--- src/rtl/fifo_write_arbiter.sv ---
// fifo_write_arbiter
//   Round-robin burst arbiter sharing one write port of a single-clock FIFO
//   between N requesters. A grant covers a whole burst of BURST_LEN words so
//   each requester's burst lands contiguously in the FIFO.
//
//   Optional feature macro: ARB_FIFO_ROOM_GATE_EN
//     defined   : a burst is granted only when the FIFO already has room for
//                 all BURST_LEN words, so a granted burst never stalls on full.
//     undefined : grant regardless of fill level; bursts stall on fifo_full.
//
//   Reset is synchronous and active-high. While reset is high, fifo_put, ack
//   and gnt are forced low combinationally. Words already written stay in the
//   FIFO.
module fifo_write_arbiter #(
  parameter int N         = 4,
  parameter int WIDTH     = 8,
  parameter int DEPTH_P2  = 6,
  parameter int BURST_LEN = 4
) (
  input  logic                 clk,
  input  logic                 reset,
  input  logic [N-1:0]         req,
  input  logic [N*WIDTH-1:0]   req_data,
  output logic [N-1:0]         gnt,
  output logic [N-1:0]         ack,
  output logic                 fifo_put,
  output logic [WIDTH-1:0]     fifo_data_in,
  input  logic                 fifo_full,
  input  logic [DEPTH_P2:0]    fifo_fillcount,
  output logic                 busy
);

  localparam int IDX_W = $clog2(N);
  localparam int CNT_W = $clog2(BURST_LEN) + 1;
  localparam logic [CNT_W-1:0] CNT_LAST = CNT_W'(BURST_LEN - 1);

  typedef enum logic {
    IDLE,
    BURST
  } state_e;

  state_e           state_q, state_d;
  logic [IDX_W-1:0] owner_q, owner_d;
  logic [IDX_W-1:0] last_owner_q, last_owner_d;
  logic [CNT_W-1:0] cnt_q, cnt_d;
  logic [N-1:0]     gnt_q, gnt_d;
  logic             busy_q, busy_d;

  logic             pick_valid;
  logic [IDX_W-1:0] pick_idx;
  logic             room_ok;
  logic             in_burst;
  logic             owner_req;
  logic             put;

  // Room gate: only grant when the whole burst fits without hitting full.
`ifdef ARB_FIFO_ROOM_GATE_EN
  localparam int FIFO_DEPTH = 1 << DEPTH_P2;
  assign room_ok = (int'(fifo_fillcount) + BURST_LEN) <= FIFO_DEPTH;
`else
  logic fillcount_unused;
  assign fillcount_unused = ^fifo_fillcount;
  assign room_ok          = 1'b1;
`endif

  assign in_burst  = (state_q == BURST);
  assign owner_req = req[owner_q];
  // Reset masks the write strobe so an aborted burst writes nothing more.
  assign put       = in_burst & owner_req & ~fifo_full & ~reset;

  assign fifo_put     = put;
  assign ack          = put ? gnt_q : '0;
  assign gnt          = reset ? '0 : gnt_q;
  assign busy         = busy_q;
  assign fifo_data_in = in_burst ? req_data[owner_q*WIDTH +: WIDTH] : '0;

  // Round-robin pick: first set req scanning last_owner+1, +2, ... mod N.
  always_comb begin
    // NOTE: every combinational output gets a default before any branch;
    // a path that leaves one unassigned would infer a latch.
    pick_valid = 1'b0;
    pick_idx   = '0;
    for (int k = 1; k <= N; k++) begin
      logic [IDX_W-1:0] idx;
      idx = IDX_W'((int'(last_owner_q) + k) % N);
      if (!pick_valid && req[idx]) begin
        pick_valid = 1'b1;
        pick_idx   = idx;
      end
    end
  end

  // Next-state logic: grant in IDLE, count words and end or abort in BURST.
  always_comb begin
    state_d      = state_q;
    owner_d      = owner_q;
    last_owner_d = last_owner_q;
    cnt_d        = cnt_q;
    gnt_d        = gnt_q;
    busy_d       = busy_q;

    unique case (state_q)
      IDLE: begin
        if (pick_valid && room_ok) begin
          state_d = BURST;
          owner_d = pick_idx;
          gnt_d   = N'(1) << pick_idx;
          busy_d  = 1'b1;
          cnt_d   = '0;
        end
      end

      BURST: begin
        if (!owner_req) begin
          // Owner withdrew: abort the short burst, nothing is padded.
          state_d      = IDLE;
          gnt_d        = '0;
          busy_d       = 1'b0;
          cnt_d        = '0;
          last_owner_d = owner_q;
        end else if (put) begin
          if (cnt_q == CNT_LAST) begin
            state_d      = IDLE;
            gnt_d        = '0;
            busy_d       = 1'b0;
            cnt_d        = '0;
            last_owner_d = owner_q;
          end else begin
            cnt_d = cnt_q + 1'b1;
          end
        end
        // Otherwise fifo_full stalls the burst: all state held.
      end

      default: begin
        state_d = IDLE;
        gnt_d   = '0;
        busy_d  = 1'b0;
        cnt_d   = '0;
      end
    endcase
  end

  // State register with synchronous active-high reset; req 0 wins first.
  always_ff @(posedge clk) begin
    // NOTE: clocked state uses non-blocking assignments so every flop
    // samples the pre-edge values regardless of statement order.
    if (reset) begin
      state_q      <= IDLE;
      owner_q      <= '0;
      last_owner_q <= IDX_W'(N - 1);
      cnt_q        <= '0;
      gnt_q        <= '0;
      busy_q       <= 1'b0;
    end else begin
      state_q      <= state_d;
      owner_q      <= owner_d;
      last_owner_q <= last_owner_d;
      cnt_q        <= cnt_d;
      gnt_q        <= gnt_d;
      busy_q       <= busy_d;
    end
  end

endmodule
--- config.mk ---
export PLATFORM = sky130hd
export DESIGN_NAME = fifo_write_arbiter
export DESIGN_NICKNAME = d
export VERILOG_FILES = /design/src/rtl/fifo_write_arbiter.sv
export SDC_FILE = /design/constraint.sdc
export NUM_CORES = 1
export LEC_CHECK = 0
export ABC_AREA = 1
export ABC_CLOCK_PERIOD_IN_PS = 1600
export CORE_MARGIN = 2
export CORE_UTILIZATION = 40
export CTS_CLUSTER_DIAMETER = 100
export DETAILED_ROUTE_END_ITERATION = 10
export PLACE_DENSITY = 0.89
export SLEW_MARGIN = 20
export SYNTH_ARGS = -nofsm -noshare
export SYNTH_HDL_FRONTEND = slang
export SYNTH_SLANG_ARGS = --single-unit
--- constraint.sdc ---
create_clock -name clk -period 1.6 [get_ports clk]
set_input_delay 0.16 -clock clk [delete_from_list [all_inputs] [get_ports clk]]
set_output_delay 0.16 -clock clk [all_outputs]
set_load 0.005 [all_outputs]
==> impl_metrics.toml, run 1 <==
[worst_setup_path]
worst-endpoint-arrival_ns = 1.61
r2r_slack_ns = -0.01
crit_start = "owner_q[0]$_SDFFE_PP0P_"
slowest_stage = "dfxtp_4"
required_ns = 1.44
rr_startpoint = "last_owner_q[0]$_SDFFE_PP1P_"
path_class = "flop to primary output"
startpoint_type = "flop"
crit_path_end_kind = "primary output"
path_cells = "a21oi_2 > o21ai_1 > nand2_1 > nor2_2 > inv_2 > nor2_4 > buf_6 > inv_4 > nor2_2 > buf_2"
cp_max_fo = 6
crit_path_frequent_cell = "nor2_2"
critPathMaxStageDelay_ns = 0.40

[sta]
setup_viol = 9
max_slew_margin_pct = 63.2
hold_viol = 0
setup_tns_ns = -0.729
fmax_mhz = 564
worst_clock_skew_ns = 0.00295
worst_pin_slew_ns = 0.547
finalCritPeriodShare_pct = 111
min_period_ns = 1.77
fin_ws_ns = -0.172
slew_violations = 0
rsz0062_at_grt = "true"

[logic_synthesis]
syn_area_um2 = 1250
synth-compound-area-share_pct = 18.3
synth_fa_ha_area_share_pct = 1.00
synthCells = 216
seq_area_frac_synth_pct = 20.8
synth_nets = 263
ys_seq_elements = 13
synth_edf_count = 0
yosys.cell_types.count = 28
yosys_warnings = 0
synthMuxAreaShare_pct = 0
async_flop_share_pct = 0
synth_top_family_by_area = "simple AND/OR/NAND/NOR gates"
synth-xor-area-share_pct = 0
avgSynthCellArea_um2 = 5.79
synth_top_flop_cell = "dfxtp_1"
synth-simple-area-share_pct = 47.0

[floorplan]
pin_count = 64
rows = 20
start_util_pct = 41.7
dieHeight_um = 59.9
dieArea_um2 = 3590
die_w_um = 59.9
coreArea_um2 = 3000

[power]
ir_worst_vdd_uv = 667
leakagePower_nw = 1.02
power_density_nw_per_um2 = 1580
p_total_mw = 3.44

[run]
maxCapViolCount = 0

[global_routing]
overflow = 0
grt.total_usage_pct = 21.6
grt_pass1_wl_mm = 6.04
grt_max_degree = 14
grt_pass1_vias = 1505
antenna_found_initial = 0

[final_layout]
fin_nets = 349
finalInstanceArea_um2 = 2180
multi_input_area_um2 = 950
area_growth_pct = 74.0
regArea_um2 = 275
fillers = 236
drive_above_1_share_pct = 34.9
num_antenna_cells = 0

[outcome]
violations = "negative setup slack"
status = "complete, but fails checks"

[hold_path]
hold_path.class = "flop to flop"
worst_hold_startpoint = "cnt_q[2]$_SDFFE_PP0P_"

[clock_tree]
clkTransAtPathRegs_ns = 0.08
cts_tree = "built"
hold_buffers = 0
cts_buffers = 3
clock-sinks = 13
clk_latency_ns = 0.28
cts_root_buf = "clkbuf_4"
clk_path_buf_depth = 2
htree_levels = 1

[place]
place_congestion = 0.784
dp_hpwl_mm = 2.85
port_buffers = 56
placed_area_um2 = 1970

[routing]
vias = 1697
ant_nets = 0
dr.first_iter.drc_count = 79
drc = 0
drt_wl_total_mm = 4.04
first_pass_iters = 4
wl_per_cell_um = 12.1
via_per_inst = 5.08
layout make-up:
class | instances | share of cell area [%]
Multi-Input combinational cell | 169 | 43.6
Timing Repair Buffer | 89 | 35.7
Tap cell | 33 | 1.90
Clock buffer | 4 | 1.21
Sequential cell | 13 | 12.6
Inverter | 26 | 4.89
worst paths after layout:
check                             to  cells past startpoint
max reg2reg  owner_q[0]$_SDFFE_PP0P_                     11
min reg2reg    cnt_q[2]$_SDFFE_PP0P_                      2
min            cnt_q[2]$_SDFFE_PP0P_                      2
max                           ack[0]                     10
cell families after synthesis:
logic type / count (synthesis)
adder cells (fa/ha/maj): 1
AND/OR/NAND/NOR: 124
AO/OA/AOI/OAI: 44
buffers and inverters: 34
flip-flops: 13
report_power, final:
part           switching [mW]  internal, mW
clock network           0.111        0.0968
logic                    1.48          1.18
registers               0.113         0.460
cells in the mapped netlist, types with 2 or more instances:
cell / number / area share (%)
nand2_2: 7 / 3.5
nand2_4: 3 / 2.7
clkbuf_8: 2 / 2.2
nor2_1: 48 / 14
o211ai_1: 2 / 1.2
nand3b_1: 2 / 1.2
buf_2: 2 / 0.80
inv_2: 4 / 1.2
o21ai_1: 3 / 1.2
o21ai_0: 20 / 8.0
nand3_1: 16 / 6.4
dfxtp_1: 13 / 21
a21oi_1: 18 / 7.2
nand2_1: 39 / 12
nand4_1: 4 / 2.0
inv_1: 21 / 6.3
through the flow:
step,hold WS [ns],utilization (%),setup slack [ns],cells
6_report,0.466,72.5,-0.172,334
5_1_grt,0.481,72.5,-0.296,334
4_1_cts,0.465,67.1,-0.172,326
3_5_place_dp,0.454,65.8,-0.633,320
3_3_place_gp,0.445,65.8,-0.552,320
2_1_floorplan,0.348,-,0.210,216
registers in the layout, indices dropped and copies added, names as in the netlist:
signal / count
busy: 1
cnt_q: 3
gnt_q: 4
in_burst: 1
last_owner_q: 2
owner_q: 2
cell usage in the layout, fill, tap and decap left out, types with 5 or more instances in the layout:
master | netlist | routed
nor2_1 | 48 | 41
clkdlybuf4s50_1 | 0 | 41
nand2_1 | 39 | 32
buf_4 | 1 | 28
o21ai_1 | 3 | 17
inv_1 | 21 | 16
a21oi_1 | 18 | 14
nand3_1 | 16 | 12
nand2_2 | 7 | 11
dfxtp_1 | 13 | 9
buf_2 | 2 | 8
nor2_2 | 1 | 7
inv_2 | 4 | 6
nand2_4 | 3 | 6
o21ai_2 | 1 | 5
what timing repair did:
| item | 4_1_cts | 5_1_grt |
|---|---|---|
| endpoints found under the hold margin | 0 | 0 |
| buffers inserted | 3 | 8 |
| gates resized for setup | 51 | 72 |
| endpoints found under the setup margin | 16 | 25 |
| pin swaps | 4 | 22 |
metal layers:
metal	routed length [um]	up-vias	GRT usage, %
li1	-	867	-
met5	0	-	0
met3	191	4	3.46
met4	31	0	5.08
met1	1650	768	24.8
met2	2160	58	41.1
critical path: cells and delay by family (launching register included):
kind,cells,cell delay [ns]
buf+inv,4,0.35
flops,1,0.40
simple gates,4,0.45
compound gates,2,0.13
(Power assumes the default switching activity.)
==> run 2, diff against run 1 <==
GPL_ROUTABILITY_DRIVEN = 0   (was default)
==> results of run 2 <==
Final layout, timing and power as in run 1 (identical DEF).
==> run 3, diff against run 2 <==
ABC_CLOCK_PERIOD_IN_PS = 2100   (was 1600)
CORE_UTILIZATION = 43   (was 40)
PLACE_DENSITY = 0.94   (was 0.89)
TNS_END_PERCENT = 10   (was default)
clock period = 2.1 ns   (was 1.6 ns; I/O delays follow)
==> run 3 against run 2 <==
Compared with the run above:
- global-route usage fell by 0.81 points
- largest cell class unchanged
- the flow still finishes with violations (negative setup slack)
- first-iteration DRC count fell by 37%
- critical path depth fell by 5
- non-clock buffer count fell by 17
- design area fell by 11%
- register-to-register slack improved by 0.38 ns
- sequential cell count did not move
- sequential share of layout area rose by 0.88 points
- critical path type unchanged
- combinational power fell by 40%
- critical endpoint is now fifo_data_in[5]
- routed wire length fell by 15%
==> impl_metrics.toml, run 3 (synthesis gave the netlist of run 1 again) <==
[final_layout]
area_growth_pct = 55.3
drive_above_1_share_pct = 15.5
largest_reg_flops = 4
mostFrequentLayoutCell = "clkdlybuf4s50_1"
num_antenna_cells = 0
final_cell_mix = "52 x clkdlybuf4s50_1, 46 x nor2_1, 39 x nand2_1"
largest_register = "gnt_q"
fin_nets = 332
finalInstanceArea_um2 = 1940
reg_top3 = "gnt_q (4), cnt_q (3)"

[floorplan]
rows = 19
coreArea_um2 = 2760
die_w_um = 57.9
pin_count = 64
start_util_pct = 45.4
dieArea_um2 = 3360
dieHeight_um = 57.9

[worst_setup_path]
path_cells = "buf_4 > clkinvlp_4 > o21ai_0 > a21oi_1 > clkdlybuf4s50_1"
slowest_stage = "clkdlybuf4s50_1"
r2r.worst_path.cells = 11
r2r-end = "owner_q[1]$_SDFFE_PP0P_"
crit_start = "owner_q[0]$_SDFFE_PP0P_"
worst-endpoint-arrival_ns = 1.92
startpoint_type = "flop"
path_class = "flop to primary output"
crit_path_end = "fifo_data_in[5]"
r2r_slack_ns = 0.37
crit_path_end_kind = "primary output"
critPathMaxStageDelay_ns = 0.46
rr_startpoint = "last_owner_q[0]$_SDFFE_PP1P_"
required_ns = 1.89
cp_max_fo = 17

[sta]
max_slew_margin_pct = 64.6
setup_viol = 3
rsz0062_at_grt = "true"
finalCritPeriodShare_pct = 102
slew_violations = 0
worst_pin_slew_ns = 0.526
hold_viol = 0
fmax_mhz = 469
min_period_ns = 2.13
fin_ws_ns = -0.0341
worst_clock_skew_ns = 0.000429

[routing]
wl_per_cell_um = 10.9
vias = 1575
first_pass_iters = 4
drt_wl_total_mm = 3.44
ant_nets = 0
via_per_inst = 5.00
drc = 0
dr.first_iter.drc_count = 50

[place]
port_buffers = 56
dp_hpwl_mm = 2.76
placed_area_um2 = 1890
dp_slack_ns = -0.204

[clock_tree]
cts_tree = "built"
hold_buffers = 0
clkTransAtPathRegs_ns = 0.08
clk_path_buf_depth = 2
clk_latency_ns = 0.28
cts_root_buf = "clkbuf_4"
cts_buffers = 3
htree_levels = 1
clock-sinks = 13

[outcome]
violations = "negative setup slack"
status = "complete, but fails checks"

[global_routing]
overflow = 0
grt.total_usage_pct = 20.8
grt_pass1_wl_mm = 5.73
antenna_found_initial = 0
grt_pass1_vias = 1442
grt_max_degree = 18

[power]
leakagePower_nw = 0.907
ir_worst_vdd_uv = 758
power_density_nw_per_um2 = 1120

[hold_path]
hold_depth = 2
hold_path.class = "flop to flop"
worst_hold_startpoint = "cnt_q[2]$_SDFFE_PP0P_"

[run]
maxCapViolCount = 0
-- run 3: cell types whose count changed in the layout (fill, tap and decap cells not counted), sizes merged --
cell	change
inv	-1
clkbuf	-4
dlygate4sd2	+1
dlymetal6s2s	+1
buf	-26
clkdlybuf4s50	+11
clkinvlp	+1
-- run 3: area by class of cell --
class	instances	area [um2]
Fill cell	230	815
Timing Repair Buffer	72	679
Clock buffer	4	26.3
Multi-Input combinational cell	169	835
Tap cell	31	38.8
Sequential cell	13	263
Inverter	26	101
-- run 3: metrics by stage --
stage               TNS (ns)  hold slack, ns  instances  utilization [%]  power (mW)
finish               -0.0580           0.464        315             70.5        2.18
global placement      -0.567           0.444        309             68.6        1.92
detailed placement    -0.776           0.455        309             68.6        1.96
CTS                   -0.166           0.467        313             69.7        2.14
floorplan                  0           0.398        216                -        1.47
global route           -1.01           0.492        315             70.5        2.38
-- run 3: routing by layer --
layer / part of all wire (%) / vias up / track usage [%]
met5: 0 / - / 0
met4: 1.7 / 0 / 5.98
met3: 5.0 / 9 / 2.90
met2: 49 / 46 / 38.3
met1: 44 / 687 / 25.0
li1: - / 833 / -
-- run 3: worst max-delay path: cells and delay by family, from the launching register on --
kind | cells | cell delay (ns)
compound gates | 2 | 0.35
buf+inv | 3 | 0.90
flops | 1 | 0.39
-- run 3: report_power, final --
group	total (mW)	internal (mW)	switching, mW
clock network	0.156	0.0737	0.0819
registers	0.427	0.336	0.0915
logic	1.59	0.691	0.902
-- run 3: what timing repair did --
item | 4_1_cts | 5_1_grt
hold endpoints to repair | 0 | 0
buffers inserted | 0 | 2
gates resized for setup | 11 | 4
pin swaps | 0 | 1
cloned | 0 | 0
setup endpoints to repair | 13 | 10
-- run 3: worst min path at each step --
stage,endpoint,slack (ns)
floorplan,last_owner_q[0]$_SDFFE_PP1P_,0.40
global route,cnt_q[1]$_SDFFE_PP0P_,0.49
global placement,cnt_q[2]$_SDFFE_PP0P_,0.44
finish,cnt_q[2]$_SDFFE_PP0P_,0.46
detailed placement,cnt_q[2]$_SDFFE_PP0P_,0.46
CTS,cnt_q[2]$_SDFFE_PP0P_,0.47
==> RTL edit 1, RTL diff (flow settings as in run 1) <==
The option `ARB_FIFO_ROOM_GATE_EN` is turned on by a define.
--- a/src/rtl/fifo_write_arbiter.sv
+++ b/src/rtl/fifo_write_arbiter.sv
@@ -11,6 +11,8 @@
 //   Reset is synchronous and active-high. While reset is high, fifo_put, ack
 //   and gnt are forced low combinationally. Words already written stay in the
 //   FIFO.
+`define ARB_FIFO_ROOM_GATE_EN
+
 module fifo_write_arbiter #(
   parameter int N         = 4,
   parameter int WIDTH     = 8,
Check against the original RTL: not equivalent (Yosys sat finds a counterexample within 4 cycles, from zero or initial values and one cycle with reset high).
==> RTL edit 1 against run 1 <==
Register-to-register slack got worse by 0.11 ns. Area after synthesis rose by 1.4%. Sequential cell count did not move. Final cell count rose by 5.4%. Synthesized cell count did not move. Global-route usage fell by 0.59 points. Wire length rose by 10%. Final area rose by 6.9%. The flow still finishes with violations (negative setup slack). Worst setup slack improved by 0.023 ns.
Power is not compared: it rests on default switching activity, and its combinational part moved more than twofold at a synthesized area within 25%.
==> RTL edit 1: results (changes against run 1) <==
Outcome:
- The flow ran to the end, but the final reports show violations.
- The checks that failed: negative setup slack.

Finish:
- The fraction of final layout cells sized beyond drive strength 1 is 0.373 (+0.0245).
- The fill cell total of the finished layout was 210 (-11%).
- The area of combinational cells with multiple inputs is 1000 um^2 (+5.8%).
- The net count of the finished layout is 356 (+2.0%).

Place:
- The total half-perimeter wirelength after legalization and detailed placement is 2830 um (-0.60%).
- The final weighted congestion in routability-driven placement came to 0.854 (+8.9%).
- The total placed cells including tap cells is 334 (+4.4%).
- The post-placement cell area is 2040 um^2 (+3.5%).
- The worst slack after detailed placement is -0.456 ns (+0.177 ns).
- The port buffer count is 63 (+13%).

Logic synthesis:
- The portion of the post-synthesis area used by sequential elements is 0.205 (-0.00287).
- The average size of a mapped cell is 5.87 um^2 (+1.4%).
- The commonest cells after synthesis are 49 x nor2_1, 38 x nand2_1, 18 x o21ai_0.

STA:
- The smallest setup slack after layout came to -0.149 ns (+0.0226 ns).
- The tightest hold margin came to 0.268 ns (-0.198 ns).
- The sum of negative setup slack is -1.11 ns (-0.381 ns).
- The final setup violation count is 13 (+4).
- The worst-case headroom to the max-slew limit is 0.571 (-0.0603).
- The clock skew is 0.00515 ns (+0.00220 ns).

Drt:
- The number of optimization iterations in the first detailed-route pass is 7 (+3).
- The sum of met2 wire segment lengths after detailed routing is 2300 um (+6.2%).
- The detailed-route wire length per cell is 12.7 um (+4.7%).
- The number of design-rule violations left by the first detailed-router iteration is 75 (-5.1%).
- The wire length on met3 is 284 um (+49%).
- The number of vias per cell was 5.05 (-0.64%).
- The overall via count from detail_route came to 1777 (+4.7%).
- The met1 wire length is 1790 um (+8.2%).

GRT:
- The pin count of the biggest net entering global routing is 18 (+4).
- The combined global-route utilization of all metal layers came to 0.210 (-0.00595).
- The via count of the first global-routing pass came to 1563 (+3.9%).
- The number of antenna violations at the first check in global routing is 0 (unchanged).

Worst setup path:
- The worst-case register-to-register setup slack is -0.12 ns (-0.11 ns).
- The largest fanout on the critical path is 5 (-1).
- The arrival time at the worst endpoint was 1.59 ns (-0.02 ns).
- The length in cells of the worst reg-to-reg path is 13 (+2).
- The biggest cell delay along the critical path is 0.38 ns (-0.02 ns).

Hold path:
- The path with the worst hold slack has its endpoint at gnt_q[0]$_SDFFE_PP0P_.
- The worst hold path startpoint is reset.
- The tightest min-delay check is of the in2reg type.

Clocking:
- The TritonCTS buffer count came to 3 (unchanged).
RTL edit 1: how the worst max path moves through the flow:
stage	endpoint	cells after the start	from
finish	ack[2]	11	owner_q[0]$_SDFFE_PP0P_
floorplan	cnt_q[1]$_SDFFE_PP0P_	13	last_owner_q[0]$_SDFFE_PP1P_
CTS	ack[2]	11	owner_q[0]$_SDFFE_PP0P_
global placement	ack[0]	10	req[3]
global route	ack[2]	11	owner_q[0]$_SDFFE_PP0P_
detailed placement	ack[2]	10	req[2]
RTL edit 1: repair_timing:
action	4_1_cts	5_1_grt
setup endpoints to repair	13	28
setup buffers	4	8
hold buffers	0	0
gates cloned	0	2
pin swaps	1	16
resized for setup	39	72
RTL edit 1: final cells by class:
type                       instances  share of cell area
tap                               44              0.0237
timing repair buffer              94               0.365
clock buffer                       4              0.0113
sequential                        13               0.118
timing repair inverter             1             0.00376
multi-input combinational        171               0.432
inverter                          25              0.0468
RTL edit 1: per-layer routing:
metal	up-vias	track usage
li1	877	-
met1	800	0.223
met2	89	0.413
met3	11	0.0281
met4	0	0.0794
met5	-	0
RTL edit 1: power by group:
part | leakage, nW | internal (W) | switching, W
logic | 0.965 | 0.000530 | 0.000626
registers | 0.108 | 0.000371 | 0.0000502
clock network | 0.0150 | 0.0000969 | 0.000112
RTL edit 1: kinds of logic after synthesis:
logic type / Yosys count / synth area share
compound gates: 41 / 0.174
fa+ha+maj: 1 / 0.00986
flops: 13 / 0.205
buf+inv: 32 / 0.116
simple gates: 129 / 0.495
RTL edit 1: worst register-to-register path, delay by kind of cell, from the launching register on:
family / cells / cell delay (ns)
and+or+nand+nor: 8 / 0.67
DFF: 1 / 0.39
buffers and inverters: 3 / 0.35
AOI/OAI and AO/OA: 2 / 0.20
==> RTL edit 2, RTL diff (config.mk and constraints of run 1) <==
Made on the original files. Reset style: asynchronous (`reset`), changed in one clocked block. Comments in the files are not updated.
--- a/src/rtl/fifo_write_arbiter.sv
+++ b/src/rtl/fifo_write_arbiter.sv
@@ -142,7 +142,7 @@
   end
 
   // State register with synchronous active-high reset; req 0 wins first.
-  always_ff @(posedge clk) begin
+  always_ff @(posedge clk or posedge reset) begin
     // NOTE: clocked state uses non-blocking assignments so every flop
     // samples the pre-edge values regardless of statement order.
     if (reset) begin
Behaviour: differs if reset is asserted again (counterexample within 4 cycles, from zero or initial values and one cycle with reset high); with reset held inactive, the same outputs for 4 cycles.
==> RTL edit 2 against run 1 <==
The flow still finishes with violations (negative setup slack). Sequential cell count did not move. Largest cell class unchanged. Worst setup slack improved by 0.047 ns. Wire length increased by 7.8%. Area after synthesis down 4.3%. Combinational power increased by 19%. Non-clock buffer count fell by 3. Global-route usage increased by 2.3 points. Power up 15%. Final area is 0.11% lower.
==> RTL edit 2: results (changes against run 1) <==
Outcome:
- The run finished, with violations left.
- The checks that failed: negative setup slack.

Drt:
- The number of vias per cell is 5.29 (+4.2%).
- The detailed-route wire length per cell was 13.6 um (+12%).
- The sum of met2 wire segment lengths after detailed routing is 2450 um (+13%).
- The total wirelength of the detailed-routed design is 4360 um (+7.8%).
- The number of design-rule violations left by the first detailed-router iteration was 122 (+54%).

STA:
- The smallest setup slack after layout came to -0.125 ns (+0.0469 ns).
- The final setup violation count came to 24 (+15).
- The sum of negative setup slack is -1.31 ns (-0.584 ns).
- The worst-case headroom to the max-slew limit is 0.652 (+0.0202).

Worst setup path:
- The capturing point of the worst reg2reg path is gnt_q[2]$_DFFE_PP0P_.
- The critical path class is reg2reg.
- The cell with the largest stage delay on the worst path is dfstp_2.
- The critical path startpoint is last_owner_q[0]$_DFFE_PP1P_.

Clocking:
- The number of instances resized during post-cts repair is 92 (+80%).

Logic synthesis:
- The post-synthesis compound-gate area fraction came to 0.161 (-0.0221).
- The instance count of the mapped netlist came to 206 (-4.6%).
- By area the synthesized netlist is led by dfrtp_1 23%, nand2_1 17%, nor2_1 14%.
- The async set-reset flop share out of synthesis is 1.00 (+1.00).
- The adder-cell share of the synthesized area was 0.0104 (+0.000449).
- The number of different library cells in the post-synthesis netlist is 23 (-18%).

GRT:
- The combined global-route utilization of all metal layers was 0.240 (+0.0233).
- The global-route wire length before repair was 6500 um (+7.7%).
- The via count of the first global-routing pass is 1582 (+5.1%).

Place:
- The total half-perimeter wirelength after legalization and detailed placement is 2920 um (+2.7%).
- The final weighted congestion in routability-driven placement is 0.859 (+9.5%).
- The worst slack after detailed placement was -0.503 ns (+0.130 ns).

Finish:
- The net count of the finished layout is 338 (-3.2%).

Hold path:
- The tightest min-delay check is of the in2async type.

Power and ir drop:
- The largest voltage drop on the vdd net is 0.935 mV (+40%).
RTL edit 2: power breakdown:
| part | switching (W) | total (W) | leakage (nW) | internal, W |
|---|---|---|---|---|
| Clock | 0.000112 | 0.000209 | 0.0150 | 0.0000968 |
| Sequential | 0.000125 | 0.000596 | 0.161 | 0.000471 |
| Combinational | 0.00178 | 0.00315 | 0.870 | 0.00137 |
| Total | 0.00202 | 0.00396 | 1.05 | 0.00194 |
RTL edit 2: critical path, delay by kind of cell, from the launching register on:
family          cells  cell delay (ns)
simple gates        8             0.66
flops               1             0.64
compound gates      1             0.16
buf+inv             2             0.15
RTL edit 2: metal layers:
metal | track usage | up-vias
li1 | - | 820
met1 | 0.268 | 806
met2 | 0.472 | 59
met3 | 0.0308 | 14
met4 | 0.0584 | 0
met5 | 0 | -
RTL edit 2: area by class of cell:
cell class / count / area [um^2]
well taps: 31 / 38.8
inverters: 20 / 81.3
flip-flops and latches: 13 / 329
multi-input cells: 167 / 945
repair buffers: 86 / 754
fillers: 204 / 631
clock buffers: 4 / 26.3
